## src/rtl/tcm_pkg.sv

```systemverilog
`default_nettype none
// ============================================================================
// Module      : tcm_pkg
// Description : Shared TCM constants plus the grant and clear-state encodings.
// Revision    : 1.0 - initial release
// ============================================================================
package tcm_pkg;

    localparam int TCM_ADDR_W = 14;
    localparam int TCM_DEPTH  = 8192;

    typedef enum logic [1:0] {
        GNT_NONE = 2'd0,
        GNT_CLR  = 2'd1,
        GNT_CPU  = 2'd2,
        GNT_LDR  = 2'd3
    } grant_t;

    typedef enum logic [0:0] {
        ST_IDLE  = 1'b0,
        ST_CLEAR = 1'b1
    } state_t;

endpackage
`default_nettype wire

```

## src/rtl/tcm_port0_arb_if.sv

```systemverilog
`default_nettype none
// ============================================================================
// Module      : tcm_port0_arb_if
// Description : Requester, clear-control and RAM port-0 signals of the arbiter.
// Revision    : 1.0 - initial release
// ============================================================================
interface tcm_port0_arb_if #(
    parameter int ADDR_W = 14
);
    logic              cpu_req;
    logic [ADDR_W-1:0] cpu_addr;
    logic [31:0]       cpu_wdata;
    logic [3:0]        cpu_wr;
    logic              cpu_accept;
    logic              cpu_ack;
    logic [31:0]       cpu_rdata;

    logic              ldr_req;
    logic [ADDR_W-1:0] ldr_addr;
    logic [31:0]       ldr_wdata;
    logic [3:0]        ldr_wr;
    logic              ldr_accept;
    logic              ldr_ack;
    logic [31:0]       ldr_rdata;

    logic              clr_start;
    logic              clr_busy;

    logic [ADDR_W-1:0] ram_addr0;
    logic [31:0]       ram_wdata0;
    logic [3:0]        ram_wr0;
    logic [31:0]       ram_rdata0;

    // Environment side: requesters plus the RAM read-data return.
    modport master (
        output cpu_req, cpu_addr, cpu_wdata, cpu_wr,
        input  cpu_accept, cpu_ack, cpu_rdata,
        output ldr_req, ldr_addr, ldr_wdata, ldr_wr,
        input  ldr_accept, ldr_ack, ldr_rdata,
        output clr_start,
        input  clr_busy,
        input  ram_addr0, ram_wdata0, ram_wr0,
        output ram_rdata0
    );

    modport slave (
        input  cpu_req, cpu_addr, cpu_wdata, cpu_wr,
        output cpu_accept, cpu_ack, cpu_rdata,
        input  ldr_req, ldr_addr, ldr_wdata, ldr_wr,
        output ldr_accept, ldr_ack, ldr_rdata,
        input  clr_start,
        output clr_busy,
        output ram_addr0, ram_wdata0, ram_wr0,
        input  ram_rdata0
    );
endinterface
`default_nettype wire

```

## src/rtl/tcm_clear_seq.sv

```systemverilog
`default_nettype none
// ============================================================================
// Module      : tcm_clear_seq
// Description : Zero-fill sequencer; walks addr 0..DEPTH-1 once per start pulse.
// Revision    : 1.0 - initial release
// ============================================================================
module tcm_clear_seq
    import tcm_pkg::*;
#(
    parameter int ADDR_W = TCM_ADDR_W,
    parameter int DEPTH  = TCM_DEPTH
) (
    input  wire logic              clk,
    input  wire logic              rst,
    input  wire logic              start,
    output logic                   busy,
    output logic [ADDR_W-1:0]      addr,
    output logic                   last
);
    localparam int CNT_W = $clog2(DEPTH);
    localparam logic [CNT_W-1:0] c_cnt_max = CNT_W'(DEPTH - 1);

    state_t           r_state;
    state_t           w_next;
    logic [CNT_W-1:0] r_cnt;
    logic             w_last;

    always_ff @(posedge clk) begin
        if (rst) begin
            r_state <= ST_IDLE;
        end else begin
            r_state <= w_next;
        end
    end

    always_ff @(posedge clk) begin
        if (rst) begin
            r_cnt <= '0;
        end else if (r_state == ST_CLEAR) begin
            r_cnt <= w_last ? '0 : r_cnt + CNT_W'(1);
        end
    end

    // A start pulse while already clearing is dropped: no restart.
    always_comb begin
        w_next = r_state;
        case (r_state)
            ST_IDLE:  if (start)  w_next = ST_CLEAR;
            ST_CLEAR: if (w_last) w_next = ST_IDLE;
            default:  w_next = ST_IDLE;
        endcase
    end

    always_comb begin
        busy   = (r_state == ST_CLEAR);
        w_last = busy && (r_cnt == c_cnt_max);
        last   = w_last;
        addr   = ADDR_W'(r_cnt);
    end

endmodule
`default_nettype wire

```

## src/rtl/tcm_port0_arb.sv

```systemverilog
`default_nettype none
// ============================================================================
// Module      : tcm_port0_arb
// Description : TCM port-0 arbiter for CPU, loader and clear engine with
//               starvation guard and one-cycle registered response routing.
// Revision    : 1.0 - initial release
// ============================================================================
module tcm_port0_arb
    import tcm_pkg::*;
#(
    parameter int ADDR_W     = TCM_ADDR_W,
    parameter int DEPTH      = TCM_DEPTH,
    parameter int STARVE_MAX = 8
) (
    input  wire logic        clk_i,
    input  wire logic        rst_i,
    tcm_port0_arb_if.slave   bus
);
    localparam int SC_W = $clog2(STARVE_MAX + 1);
    localparam logic [SC_W-1:0] c_starve_max = SC_W'(STARVE_MAX);

    logic              w_clr_busy;
    logic              w_clr_last;
    logic [ADDR_W-1:0] w_clr_addr;
    grant_t            w_grant;
    grant_t            r_owner;
    logic [SC_W-1:0]   r_starve_cnt;

    tcm_clear_seq #(
        .ADDR_W (ADDR_W),
        .DEPTH  (DEPTH)
    ) u_clear_seq (
        .clk   (clk_i),
        .rst   (rst_i),
        .start (bus.clr_start),
        .busy  (w_clr_busy),
        .addr  (w_clr_addr),
        .last  (w_clr_last)
    );

    // Reset suppresses every grant, including an in-flight clear write.
    always_comb begin
        w_grant = GNT_NONE;
        if (rst_i) begin
            w_grant = GNT_NONE;
        end else if (w_clr_busy) begin
            w_grant = GNT_CLR;
        end else if (bus.cpu_req && bus.ldr_req) begin
            w_grant = (r_starve_cnt == c_starve_max) ? GNT_LDR : GNT_CPU;
        end else if (bus.cpu_req) begin
            w_grant = GNT_CPU;
        end else if (bus.ldr_req) begin
            w_grant = GNT_LDR;
        end
    end

    always_ff @(posedge clk_i) begin
        if (rst_i || !bus.ldr_req || w_grant == GNT_LDR) begin
            r_starve_cnt <= '0;
        end else if (w_grant == GNT_CPU) begin
            r_starve_cnt <= r_starve_cnt + SC_W'(1);
        end
    end

    always_ff @(posedge clk_i) begin
        if (rst_i) begin
            r_owner <= GNT_NONE;
        end else if (w_grant == GNT_CPU || w_grant == GNT_LDR) begin
            r_owner <= w_grant;
        end else begin
            r_owner <= GNT_NONE;
        end
    end

    always_comb begin
        bus.clr_busy   = w_clr_busy;
        bus.cpu_accept = (w_grant == GNT_CPU);
        bus.ldr_accept = (w_grant == GNT_LDR);
        bus.ram_addr0  = '0;
        bus.ram_wdata0 = '0;
        bus.ram_wr0    = '0;
        case (w_grant)
            GNT_CLR: begin
                bus.ram_addr0  = w_clr_addr;
                bus.ram_wr0    = 4'hF;
            end
            GNT_CPU: begin
                bus.ram_addr0  = bus.cpu_addr;
                bus.ram_wdata0 = bus.cpu_wdata;
                bus.ram_wr0    = bus.cpu_wr;
            end
            GNT_LDR: begin
                bus.ram_addr0  = bus.ldr_addr;
                bus.ram_wdata0 = bus.ldr_wdata;
                bus.ram_wr0    = bus.ldr_wr;
            end
            default: ;
        endcase
    end

    // Read data is zeroed toward whichever requester does not own the ack.
    always_comb begin
        bus.cpu_ack   = (r_owner == GNT_CPU);
        bus.ldr_ack   = (r_owner == GNT_LDR);
        bus.cpu_rdata = bus.cpu_ack ? bus.ram_rdata0 : 32'h0;
        bus.ldr_rdata = bus.ldr_ack ? bus.ram_rdata0 : 32'h0;
    end

    logic w_unused;
    assign w_unused = w_clr_last;

endmodule
`default_nettype wire

```

## src/flat_wrapper.sv

```systemverilog
// flat-port wrapper written by rule: the top's interface ports become plain ports
module tcm_port0_arb_flat import tcm_pkg::*;
#(
    parameter int ADDR_W     = TCM_ADDR_W,
    parameter int DEPTH      = TCM_DEPTH,
    parameter int STARVE_MAX = 8
)
  (clk_i, rst_i, bus_cpu_req, bus_cpu_addr, bus_cpu_wdata, bus_cpu_wr, bus_cpu_accept, bus_cpu_ack, bus_cpu_rdata, bus_ldr_req, bus_ldr_addr, bus_ldr_wdata, bus_ldr_wr, bus_ldr_accept, bus_ldr_ack, bus_ldr_rdata, bus_clr_start, bus_clr_busy, bus_ram_addr0, bus_ram_wdata0, bus_ram_wr0, bus_ram_rdata0);
  tcm_port0_arb_if #(.ADDR_W(ADDR_W)) bus_i ();
  input  wire logic clk_i;
  input  wire logic rst_i;
  input wire logic [$bits(bus_i.cpu_req)-1:0] bus_cpu_req;
  input wire logic [$bits(bus_i.cpu_addr)-1:0] bus_cpu_addr;
  input wire logic [$bits(bus_i.cpu_wdata)-1:0] bus_cpu_wdata;
  input wire logic [$bits(bus_i.cpu_wr)-1:0] bus_cpu_wr;
  output wire logic [$bits(bus_i.cpu_accept)-1:0] bus_cpu_accept;
  output wire logic [$bits(bus_i.cpu_ack)-1:0] bus_cpu_ack;
  output wire logic [$bits(bus_i.cpu_rdata)-1:0] bus_cpu_rdata;
  input wire logic [$bits(bus_i.ldr_req)-1:0] bus_ldr_req;
  input wire logic [$bits(bus_i.ldr_addr)-1:0] bus_ldr_addr;
  input wire logic [$bits(bus_i.ldr_wdata)-1:0] bus_ldr_wdata;
  input wire logic [$bits(bus_i.ldr_wr)-1:0] bus_ldr_wr;
  output wire logic [$bits(bus_i.ldr_accept)-1:0] bus_ldr_accept;
  output wire logic [$bits(bus_i.ldr_ack)-1:0] bus_ldr_ack;
  output wire logic [$bits(bus_i.ldr_rdata)-1:0] bus_ldr_rdata;
  input wire logic [$bits(bus_i.clr_start)-1:0] bus_clr_start;
  output wire logic [$bits(bus_i.clr_busy)-1:0] bus_clr_busy;
  output wire logic [$bits(bus_i.ram_addr0)-1:0] bus_ram_addr0;
  output wire logic [$bits(bus_i.ram_wdata0)-1:0] bus_ram_wdata0;
  output wire logic [$bits(bus_i.ram_wr0)-1:0] bus_ram_wr0;
  input wire logic [$bits(bus_i.ram_rdata0)-1:0] bus_ram_rdata0;
  assign bus_i.cpu_req = bus_cpu_req;
  assign bus_i.cpu_addr = bus_cpu_addr;
  assign bus_i.cpu_wdata = bus_cpu_wdata;
  assign bus_i.cpu_wr = bus_cpu_wr;
  assign bus_cpu_accept = bus_i.cpu_accept;
  assign bus_cpu_ack = bus_i.cpu_ack;
  assign bus_cpu_rdata = bus_i.cpu_rdata;
  assign bus_i.ldr_req = bus_ldr_req;
  assign bus_i.ldr_addr = bus_ldr_addr;
  assign bus_i.ldr_wdata = bus_ldr_wdata;
  assign bus_i.ldr_wr = bus_ldr_wr;
  assign bus_ldr_accept = bus_i.ldr_accept;
  assign bus_ldr_ack = bus_i.ldr_ack;
  assign bus_ldr_rdata = bus_i.ldr_rdata;
  assign bus_i.clr_start = bus_clr_start;
  assign bus_clr_busy = bus_i.clr_busy;
  assign bus_ram_addr0 = bus_i.ram_addr0;
  assign bus_ram_wdata0 = bus_i.ram_wdata0;
  assign bus_ram_wr0 = bus_i.ram_wr0;
  assign bus_i.ram_rdata0 = bus_ram_rdata0;
  tcm_port0_arb #(.ADDR_W(ADDR_W), .DEPTH(DEPTH), .STARVE_MAX(STARVE_MAX)) u_core (.clk_i(clk_i), .rst_i(rst_i), .bus(bus_i));
endmodule
```

## config.mk

```make
export PLATFORM = sky130hd
export DESIGN_NAME = tcm_port0_arb_flat
export DESIGN_NICKNAME = d
export VERILOG_FILES = /design/src/rtl/tcm_pkg.sv /design/src/rtl/tcm_port0_arb_if.sv /design/src/rtl/tcm_clear_seq.sv /design/src/rtl/tcm_port0_arb.sv /design/src/flat_wrapper.sv
export SDC_FILE = /design/constraint.sdc
export NUM_CORES = 1
export LEC_CHECK = 0
export ABC_AREA = 1
export BUFFER_PORTS_ARGS = -buffer_cell sky130_fd_sc_hd__buf_2
export CORE_AREA = 5 5 96 98
export CTS_CLUSTER_DIAMETER = 150
export DETAILED_ROUTE_END_ITERATION = 10
export DIE_AREA = 0 0 101 103
export PLACE_DENSITY = 0.78
export SYNTH_ARGS = -nofsm -noshare
export SYNTH_HDL_FRONTEND = slang
export SYNTH_SLANG_ARGS = --single-unit
```

## constraint.sdc

```tcl
create_clock -name clk_i -period 1.33 [get_ports clk_i]
set_input_delay 0.133 -clock clk_i [delete_from_list [all_inputs] [get_ports clk_i]]
set_output_delay 0.133 -clock clk_i [all_outputs]
set_load 0.02 [all_outputs]
```

==> flow_summary.toml, run 1 <==
[global_route]
gr-total-overflow = 0
grt_max_degree = 34
grt_pass1_vias = 3436
grt_pass1_wl_um = 16800
antenna_found_initial = 5
grt_util_all_layers_pct = 20.1

[sta]
setup_ws_ns = -0.515
max_slew_margin_pct = 81.2
fin_crit_sh_pct = 139
rsz0062_at_grt = "true"
max_freq_mhz = 542
finalHoldViolations = 0
drv_slew = 0
setup_viol = 88
tns_ns = -27.46
fin_crit_ns = 1.85
holdWs_ns = 0.0974
worst_pin_slew_ns = 0.281
skew_ns = 0.00405

[critical_path]
timing.rr.start = "u_core.r_starve_cnt[0]"
worstSetupPathType = "register to output port"
crit_path_start_kind = "register"
crit_path_max_fanout = 7
worstPathRequired_ns = 1.20
cp.arrival_ns = 1.71
r2r_slack_ns = -0.10
cp-end-kind = "output port"
r2r-end = "u_core.r_starve_cnt[2]"
worstRegToRegCells = 10

[routing]
detail_route.iter0.violations = 115
via_count = 3680
detail_route.wl_per_cell_um = 15.0
wl_um = 12200
ant_nets = 0
post_drt_via_cell_ratio = 4.52
drc = 0
first_pass_iters = 4

[clock_tree]
clockBufferDepth = 2
cts_max_level = 1
cts_tree = "done"
cts.sinks = 20
numCtsBuffers = 3
ctsHoldBuffers = 0
clkSlewWorstSetupHoldPaths_ns = 0.07
cts_root_buffer = "clkbuf_8"
clk-insertion-delay-late_ns = 0.26

[power]
p_per_area_mw_per_mm2 = 497
p_leak_nw = 2.83
peakVddDrop_uv = 508

[synth]
synth_cell_types = 27
ys.flop_type = "dfxtp_1"
syn_inst = 407
avgSynthCellArea_um2 = 5.25
synth-compound-area-share_pct = 7.02
yosysMostFrequentCell = "nand2_1"
synth_edf_count = 0
syn_nets = 547
synthMuxAreaShare_pct = 0
synth_xor_xnor_area_share_pct = 2.46
synth.largest_area_cell = "nand2_1"
synth.cells.most_frequent = "nand2_1 (165), nor2_1 (82), inv_1 (55)"
synth_seq_area_share_pct = 18.7
syn_area_mm2 = 0.00214
yosysTopAreaCellShare_pct = 29.0
yosys-top-cells-area = "nand2_1 (29%), dfxtp_1 (19%), nor2_1 (14%)"
synth-adder-area-share_pct = 1.76
ys_ff_latch = 20
ys_warn_count = 0
async_flop_share_pct = 0
synth_top_family_by_area = "simple AND/OR/NAND/NOR gates"
synth-simple-area-share_pct = 53.9

[place]
io_buffers = 255
place.gp.congestion = 0.906
dpl-instance-area_mm2 = 0.00400
dpl.hpwl_um = 8710

[min_path]
hold_depth = 3
hold_path_class = "primary input to register"
whs_endpoint = "u_core.u_clear_seq.busy"
hp-start = "bus_clr_start"

[floorplanning]
die_x_um = 101
core_mm2 = 0.00838
start_util_pct = 25.5
std_cell_rows = 34
dieArea_mm2 = 0.0104
ioPinCount = 256
die_h_um = 103

[finish]
fin_nets = 844
drive_gt1_share_pct = 61.3
nFillCells = 712
final_util_pct = 59.6
syn_to_final_growth_pct = 134
final_area_mm2 = 0.00500

[status]
violations = "setup timing"
outcome = "complete, but fails checks"

[job]
max_cap_violations = 0
## stage by stage
stage / total power [mW] / setup WS (ns) / std cells
floorplan: 1.18 / -0.0820 / 407
global route: 2.61 / -0.598 / 815
detailed placement: 1.66 / -0.305 / 790
finish: 2.48 / -0.515 / 815
CTS: 2.45 / -0.485 / 809
global placement: 1.65 / -0.206 / 790
## registers in the layout, indices dropped and copies added (netlist names)
register and cells:
u_core.r_owner 2, u_core.r_starve_cnt 4, u_core.u_clear_seq.r_cnt 13, u_core.u_clear_seq.busy 1
## logic make-up (layout without fill, tap and decap cells)
| kind of cell | after synthesis | count (layout) |
|---|---|---|
| xor gates and xnor gates | 6 | 6 |
| adders and majority gates | 3 | 3 |
| other | 0 | 4 |
| and+or+nand+nor | 281 | 281 |
| buffers and inverters | 75 | 371 |
| AOI/OAI and AO/OA | 22 | 22 |
| DFF | 20 | 20 |
## cell usage in the layout, fill, tap and decap left out, drive strengths merged
cell,instances
buf,308
nand2,170
nor2,89
inv,57
dfxtp,20
nand3,18
o211ai,10
a21oi,8
clkbuf,6
diode,4
xor2,4
o21ai,4
ha,3
nor3,2
nand4,2
xnor2,2
## per-layer routing
layer	global-route usage, %	vias to the layer above	wire, µm
li1	-	1817	-
met1	21.4	1676	4320
met2	38.5	165	6660
met3	5.68	20	988
met4	5.93	2	238
met5	0	-	13
## where the power goes
| group | internal [mW] | total, mW | switching [mW] |
|---|---|---|---|
| clock network | 0.263 | 0.470 | 0.207 |
| registers | 0.612 | 0.621 | 0.00908 |
| logic | 0.674 | 1.39 | 0.720 |
## worst max-delay path, cell delays in order, from the launching register on
cell and delay (ns):
dfxtp_2 0.33, inv_2 0.07, ha_4 0.12, nand3_2 0.05, nand2_2 0.08, nand2_4 0.08, nor2_4 0.15, buf_12 0.14
buf_12 0.12, nand2_4 0.04, o211ai_1 0.09, buf_4 0.18
## worst max-delay path by stage
stage                            from           endpoint  cells after the start
6_report       u_core.r_starve_cnt[0]   bus_ram_addr0[7]                     11
5_1_grt        u_core.r_starve_cnt[0]   bus_ram_addr0[7]                     11
4_1_cts        u_core.r_starve_cnt[1]   bus_ram_addr0[7]                     11
3_5_place_dp   u_core.r_starve_cnt[0]   bus_ram_addr0[7]                     10
3_3_place_gp   u_core.r_starve_cnt[0]  bus_ram_addr0[11]                     10
2_1_floorplan  u_core.r_starve_cnt[0]   bus_ram_addr0[0]                     10
## cell type report
cell class / count / area (µm²) / area share (%)
Clock buffer: 4 / 55.1 / 1.10
Timing Repair Buffer: 310 / 2370 / 47.5
Inverter: 57 / 224 / 4.48
Multi-Input combinational cell: 312 / 1790 / 35.8
Tap cell: 108 / 135 / 2.70
Antenna cell: 4 / 10.0 / 0.200
Sequential cell: 20 / 409 / 8.19
## timing repair
action | in CTS | in global routing
cloned | 5 | 2
pin swaps | 10 | 12
resized for setup | 192 | 28
buffers inserted | 10 | 3
endpoints found under the setup margin | 88 | 122
(Power assumes the default switching activity.)
==> run 2: changes to the inputs <==
--- a/config.mk
+++ b/config.mk
@@ -11,7 +11,7 @@
 export CTS_CLUSTER_DIAMETER = 150
 export DETAILED_ROUTE_END_ITERATION = 10
 export DIE_AREA = 0 0 101 103
-export PLACE_DENSITY = 0.78
+export PLACE_DENSITY = 0.75
 export SYNTH_ARGS = -nofsm -noshare
 export SYNTH_HDL_FRONTEND = slang
 export SYNTH_SLANG_ARGS = --single-unit
==> constraint.sdc (replaced) <==
create_clock -name clk_i -period 2.3 [get_ports clk_i]
set_input_delay 0.23 -clock clk_i [delete_from_list [all_inputs] [get_ports clk_i]]
set_output_delay 0.23 -clock clk_i [all_outputs]
set_load 0.02 [all_outputs]
==> flow_summary.toml, run 2 (same netlist as run 1, synthesis figures left out) <==
[power]
p_int_mw = 0.782
pwr-share-seq_pct = 29.4
pwr-share-comb_pct = 41.9
p_per_area_mw_per_mm2 = 342
p_leak_nw = 2.33
pwr-share-clk_pct = 28.7
peakVddDrop_uv = 326
swShare_pct = 36.0
p_switching_mw = 0.440

[sta]
finalHoldViolations = 0
fin_crit_sh_pct = 91.4
rsz0062_at_grt = "false"
max_slew_margin_pct = 63.2
tns_ns = 0
fin_crit_ns = 2.10
skew_ns = 0.00592
drv_slew = 0
max_freq_mhz = 476
setup_viol = 0
worst_pin_slew_ns = 0.546

[finish]
largest_reg_flops = 13
final_cell_mix = "buf_2 (255), nand2_1 (165), nor2_1 (82)"
antenna_cells = 0
fin_nets = 795
largest_register = "u_core.u_clear_seq.r_cnt"
final_common_cell = "buf_2"
ff_latch_area_um2 = 400
final_util_pct = 42.7
drive_gt1_share_pct = 43.0
reg_top3 = "u_core.u_clear_seq.r_cnt (13), u_core.r_starve_cnt (4), u_core.r_owner (2)"
syn_to_final_growth_pct = 67.3
multi_input_area_mm2 = 0.00139
nFillCells = 925

[routing]
detail_route.wl_per_cell_um = 11.9
drc = 0
detail_route.iter0.violations = 100
first_pass_iters = 4
wl_um = 9100
via_count = 3206
post_drt_via_cell_ratio = 4.21
ant_nets = 0

[clock_tree]
cts_tree = "done"
numCtsBuffers = 3
clk-insertion-delay-late_ns = 0.26
clkSlewWorstSetupHoldPaths_ns = 0.08
cts_max_level = 1
ctsHoldBuffers = 0
clockBufferDepth = 2
cts_root_buffer = "clkbuf_8"
cts.sinks = 20

[global_route]
grt_max_degree = 54
antenna_found_initial = 0
grt_pass1_wl_um = 12700
grt_util_all_layers_pct = 14.8
grt_pass1_vias = 2739
gr-total-overflow = 0

[status]
outcome = "completed"

[floorplanning]
start_util_pct = 25.5
ioPinCount = 256
core_mm2 = 0.00838
die_h_um = 103
dieArea_mm2 = 0.0104
std_cell_rows = 34
die_x_um = 101

[place]
place.gp.congestion = 0.916
dpl.hpwl_um = 7490
io_buffers = 255

[critical_path]
cp-end-kind = "output port"
worstSetupPathType = "register to output port"
worstPathRequired_ns = 2.07
cp.arrival_ns = 1.87
crit_path_max_fanout = 23
crit_path_start_kind = "register"

[job]
max_cap_violations = 0

[min_path]
hold_path_class = "primary input to register"
[run 2: changes by cell type in the layout (fill, tap and decap cells not counted), moves of 8 or more]
cell     change
buf_2       +87
nand2_1     +46
buf_6       -55
buf_4       -65
nand3_2      -8
nand2_2     -36
nand2_4     -10
nor2_2      -17
nor2_1      +35
nor2_4      -18
nand3_1      +8
buf_12      -10
[run 2: path summary, 6_finish.rpt]
| kind | from | to | slack (ns) | depth (start not counted) |
|---|---|---|---|---|
| hold / removal | bus_clr_start | u_core.u_clear_seq.busy | 0.19 | 3 |
| setup reg to reg | u_core.r_starve_cnt[0] | u_core.r_starve_cnt[0] | 0.78 | 7 |
| hold reg to reg | u_core.r_starve_cnt[0] | u_core.r_starve_cnt[0] | 0.51 | 2 |
| setup / recovery | u_core.r_starve_cnt[0] | bus_ram_addr0[2] | 0.20 | 10 |
[run 2: repair_timing]
item | CTS | global route
setup endpoints to repair | 0 | 45
gates resized for setup | 0 | 2
hold endpoints to repair | 0 | 0
buffers inserted | 0 | 1
[run 2: cell type report]
type	instances	area share [%]
Multi-Input combinational cell	312	39.0
Timing Repair Buffer	261	37.8
Sequential cell	20	11.2
Inverter	57	6.33
Tap cell	108	3.78
Clock buffer	3	1.15
Clock inverter	1	0.839
[run 2: power by group through the flow]
stage,combinational [mW],sequential (mW),clock [mW]
after detailed placement,0.510,0.367,0
after CTS,0.512,0.359,0.356
final,0.512,0.359,0.351
after floorplan,0.289,0.367,0
after global placement,0.508,0.367,0
after global routing,0.561,0.360,0.378
[run 2: per-stage QoR]
stage | hold slack (ns) | power, mW | cells | worst slack [ns] | area (µm²)
floorplan | 0.359 | 0.656 | 407 | 0.704 | 2140
finish | 0.190 | 1.22 | 762 | 0.199 | 3580
CTS | 0.188 | 1.23 | 760 | 0.0662 | 3540
global route | 0.200 | 1.30 | 762 | 0.0164 | 3580
detailed placement | 0.455 | 0.877 | 756 | 0.363 | 3470
global placement | 0.448 | 0.875 | 756 | 0.454 | 3470
[run 2: worst max-delay path, cell delays in order (launching register included)]
cell,delay [ns]
dfxtp_1,0.34
inv_1,0.09
ha_1,0.16
nand3_1,0.08
nand2_1,0.11
nand2_4,0.09
nor2_4,0.21
buf_12,0.19
nand2_1,0.06
o211ai_1,0.09
buf_2,0.19
[run 2: routing by layer]
layer,vias to the layer above,GRT usage [%],share of wire [%]
li1,1701,-,-
met1,1366,16.9,36
met2,137,28.9,54
met3,2,2.91,10
met4,0,1.94,0.088
met5,-,0,0
==> run 3: changes to the inputs <==
--- a/config.mk
+++ b/config.mk
@@ -12,6 +12,7 @@
 export DETAILED_ROUTE_END_ITERATION = 10
 export DIE_AREA = 0 0 101 103
 export PLACE_DENSITY = 0.75
+export RECOVER_POWER = 50
 export SYNTH_ARGS = -nofsm -noshare
 export SYNTH_HDL_FRONTEND = slang
 export SYNTH_SLANG_ARGS = --single-unit
==> flow_summary.toml, run 3 (same netlist as run 1, synthesis figures left out) <==
[status]
outcome = "completed"

[sta]
worst_pin_slew_ns = 0.625
skew_ns = 0.00389
fin_crit_ns = 2.09
tns_ns = 0
fin_crit_sh_pct = 91.0
drv_slew = 0
setup_viol = 0
rsz0062_at_grt = "false"
max_freq_mhz = 478
max_slew_margin_pct = 58.3
finalHoldViolations = 0

[routing]
detail_route.iter0.violations = 106
via_count = 3221
wl_um = 9140
detail_route.wl_per_cell_um = 12.0
ant_nets = 0
drc = 0
first_pass_iters = 6
post_drt_via_cell_ratio = 4.23

[critical_path]
worstRegToRegCells = 8
cp-end-kind = "output port"
crit_path_start_kind = "register"
timing.rr.start = "u_core.u_clear_seq.r_cnt[1]"
worstPathRequired_ns = 2.07
r2r_slack_ns = 0.64
cp_slowest_stage_delay_ns = 0.37
cp.arrival_ns = 1.86
crit_path_max_fanout = 53
r2r-end = "u_core.u_clear_seq.r_cnt[10]"
startpoint = "u_core.r_starve_cnt[0]"
cp_slowest_cell = "dfxtp_1"
worstSetupPathType = "register to output port"
crit_end = "bus_ram_addr0[0]"
worstPathCellList = "inv_1 > ha_1 > nand3_1 > nand2_1 > nand2_4 > nand2_4 > clkinv_8 > nand2_1 > o211ai_1 > buf_2"

[finish]
instances_no_fill = 762
largest_register = "u_core.u_clear_seq.r_cnt"
final_common_cell = "buf_2"
syn_to_final_growth_pct = 63.8
fin_nets = 795
reg_top3 = "u_core.u_clear_seq.r_cnt (13), u_core.r_starve_cnt (4), u_core.r_owner (2)"
largest_reg_flops = 13
final_cell_mix = "buf_2 (206), nand2_1 (165), nor2_1 (84)"
antenna_cells = 0
drive_gt1_share_pct = 35.2

[power]
swShare_pct = 36.2
p_per_area_mw_per_mm2 = 347
pwr-share-seq_pct = 29.5
pwr-share-comb_pct = 41.7
p_switching_mw = 0.440
p_int_mw = 0.776
peakVddDrop_uv = 327
total_power_mw = 1.22
p_leak_nw = 2.13
pwr-share-clk_pct = 28.8

[clock_tree]
cts.sinks = 20
numCtsBuffers = 3
clkSlewWorstSetupHoldPaths_ns = 0.08
clk-insertion-delay-late_ns = 0.26
cts_tree = "done"
cts_max_level = 1
clockBufferDepth = 2
cts_root_buffer = "clkbuf_8"

[job]
max_cap_violations = 0

[place]
place.gp.congestion = 0.916
place_inst = 756
dpl.hpwl_um = 7490
io_buffers = 255

[floorplanning]
die_x_um = 101
die_h_um = 103
start_util_pct = 25.5
core_mm2 = 0.00838
dieArea_mm2 = 0.0104
ioPinCount = 256
std_cell_rows = 34

[global_route]
grt_pass1_wl_um = 12700
grt_pass1_vias = 2739
antenna_found_initial = 0
gr-total-overflow = 0
grt_max_degree = 54
grt_util_all_layers_pct = 14.8

[min_path]
hold_path_class = "primary input to register"
## run 3: repair_timing
item	in CTS	in global routing
gates resized for setup	0	2
hold buffers	0	0
endpoints found under the setup margin	0	45
setup buffers	0	1
## run 3: worst min-delay path by stage
stage / from / slack (ns) / cells after the start / end
2_1_floorplan: bus_clr_start / 0.36 / 2 / u_core.u_clear_seq.busy
3_3_place_gp: bus_clr_start / 0.45 / 3 / u_core.u_clear_seq.busy
3_5_place_dp: bus_clr_start / 0.46 / 3 / u_core.u_clear_seq.busy
4_1_cts: bus_clr_start / 0.19 / 3 / u_core.u_clear_seq.busy
5_1_grt: bus_clr_start / 0.20 / 3 / u_core.u_clear_seq.busy
6_report: bus_clr_start / 0.19 / 3 / u_core.u_clear_seq.busy
## run 3: per-stage QoR
step	instance area (µm²)	hold WS (ns)	setup WS (ns)	util, %
detailed placement	3470	0.455	0.363	41.4
CTS	3540	0.188	0.0662	42.2
global route	3500	0.200	0.0164	41.8
finish	3500	0.189	0.207	41.8
floorplan	2140	0.359	0.704	-
global placement	3470	0.448	0.454	41.4
## run 3: power by group through the flow
stage                     registers, mW  logic (mW)  clock network, mW
after floorplan                   0.367       0.289                  0
after global placement            0.367       0.508                  0
after detailed placement          0.367       0.510                  0
after CTS                         0.359       0.512              0.356
after global routing              0.360       0.556              0.378
final                             0.359       0.507              0.350
## run 3: critical path: cells and delay by family (launching register included)
| family | cells | cell delay, ns |
|---|---|---|
| AOI/OAI and AO/OA | 1 | 0.09 |
| adders and majority gates | 1 | 0.20 |
| buffers and inverters | 3 | 0.46 |
| DFF | 1 | 0.37 |
| and+or+nand+nor | 5 | 0.46 |
## run 3: area by class of cell
class / count / area (µm²)
Clock buffer: 3 / 41.3
Clock inverter: 1 / 30.0
Fill cell: 941 / 4880
Inverter: 57 / 226
Multi-Input combinational cell: 312 / 1380
Sequential cell: 20 / 400
Tap cell: 108 / 135
Timing Repair Buffer: 261 / 1280
## run 3: routing by layer
metal / vias to the layer above / wire length, µm / global-route usage (%)
met5: - / 0 / 0
met4: 0 / 8 / 1.94
met3: 2 / 823 / 2.91
met2: 128 / 4900 / 28.9
met1: 1389 / 3400 / 16.9
li1: 1702 / - / -
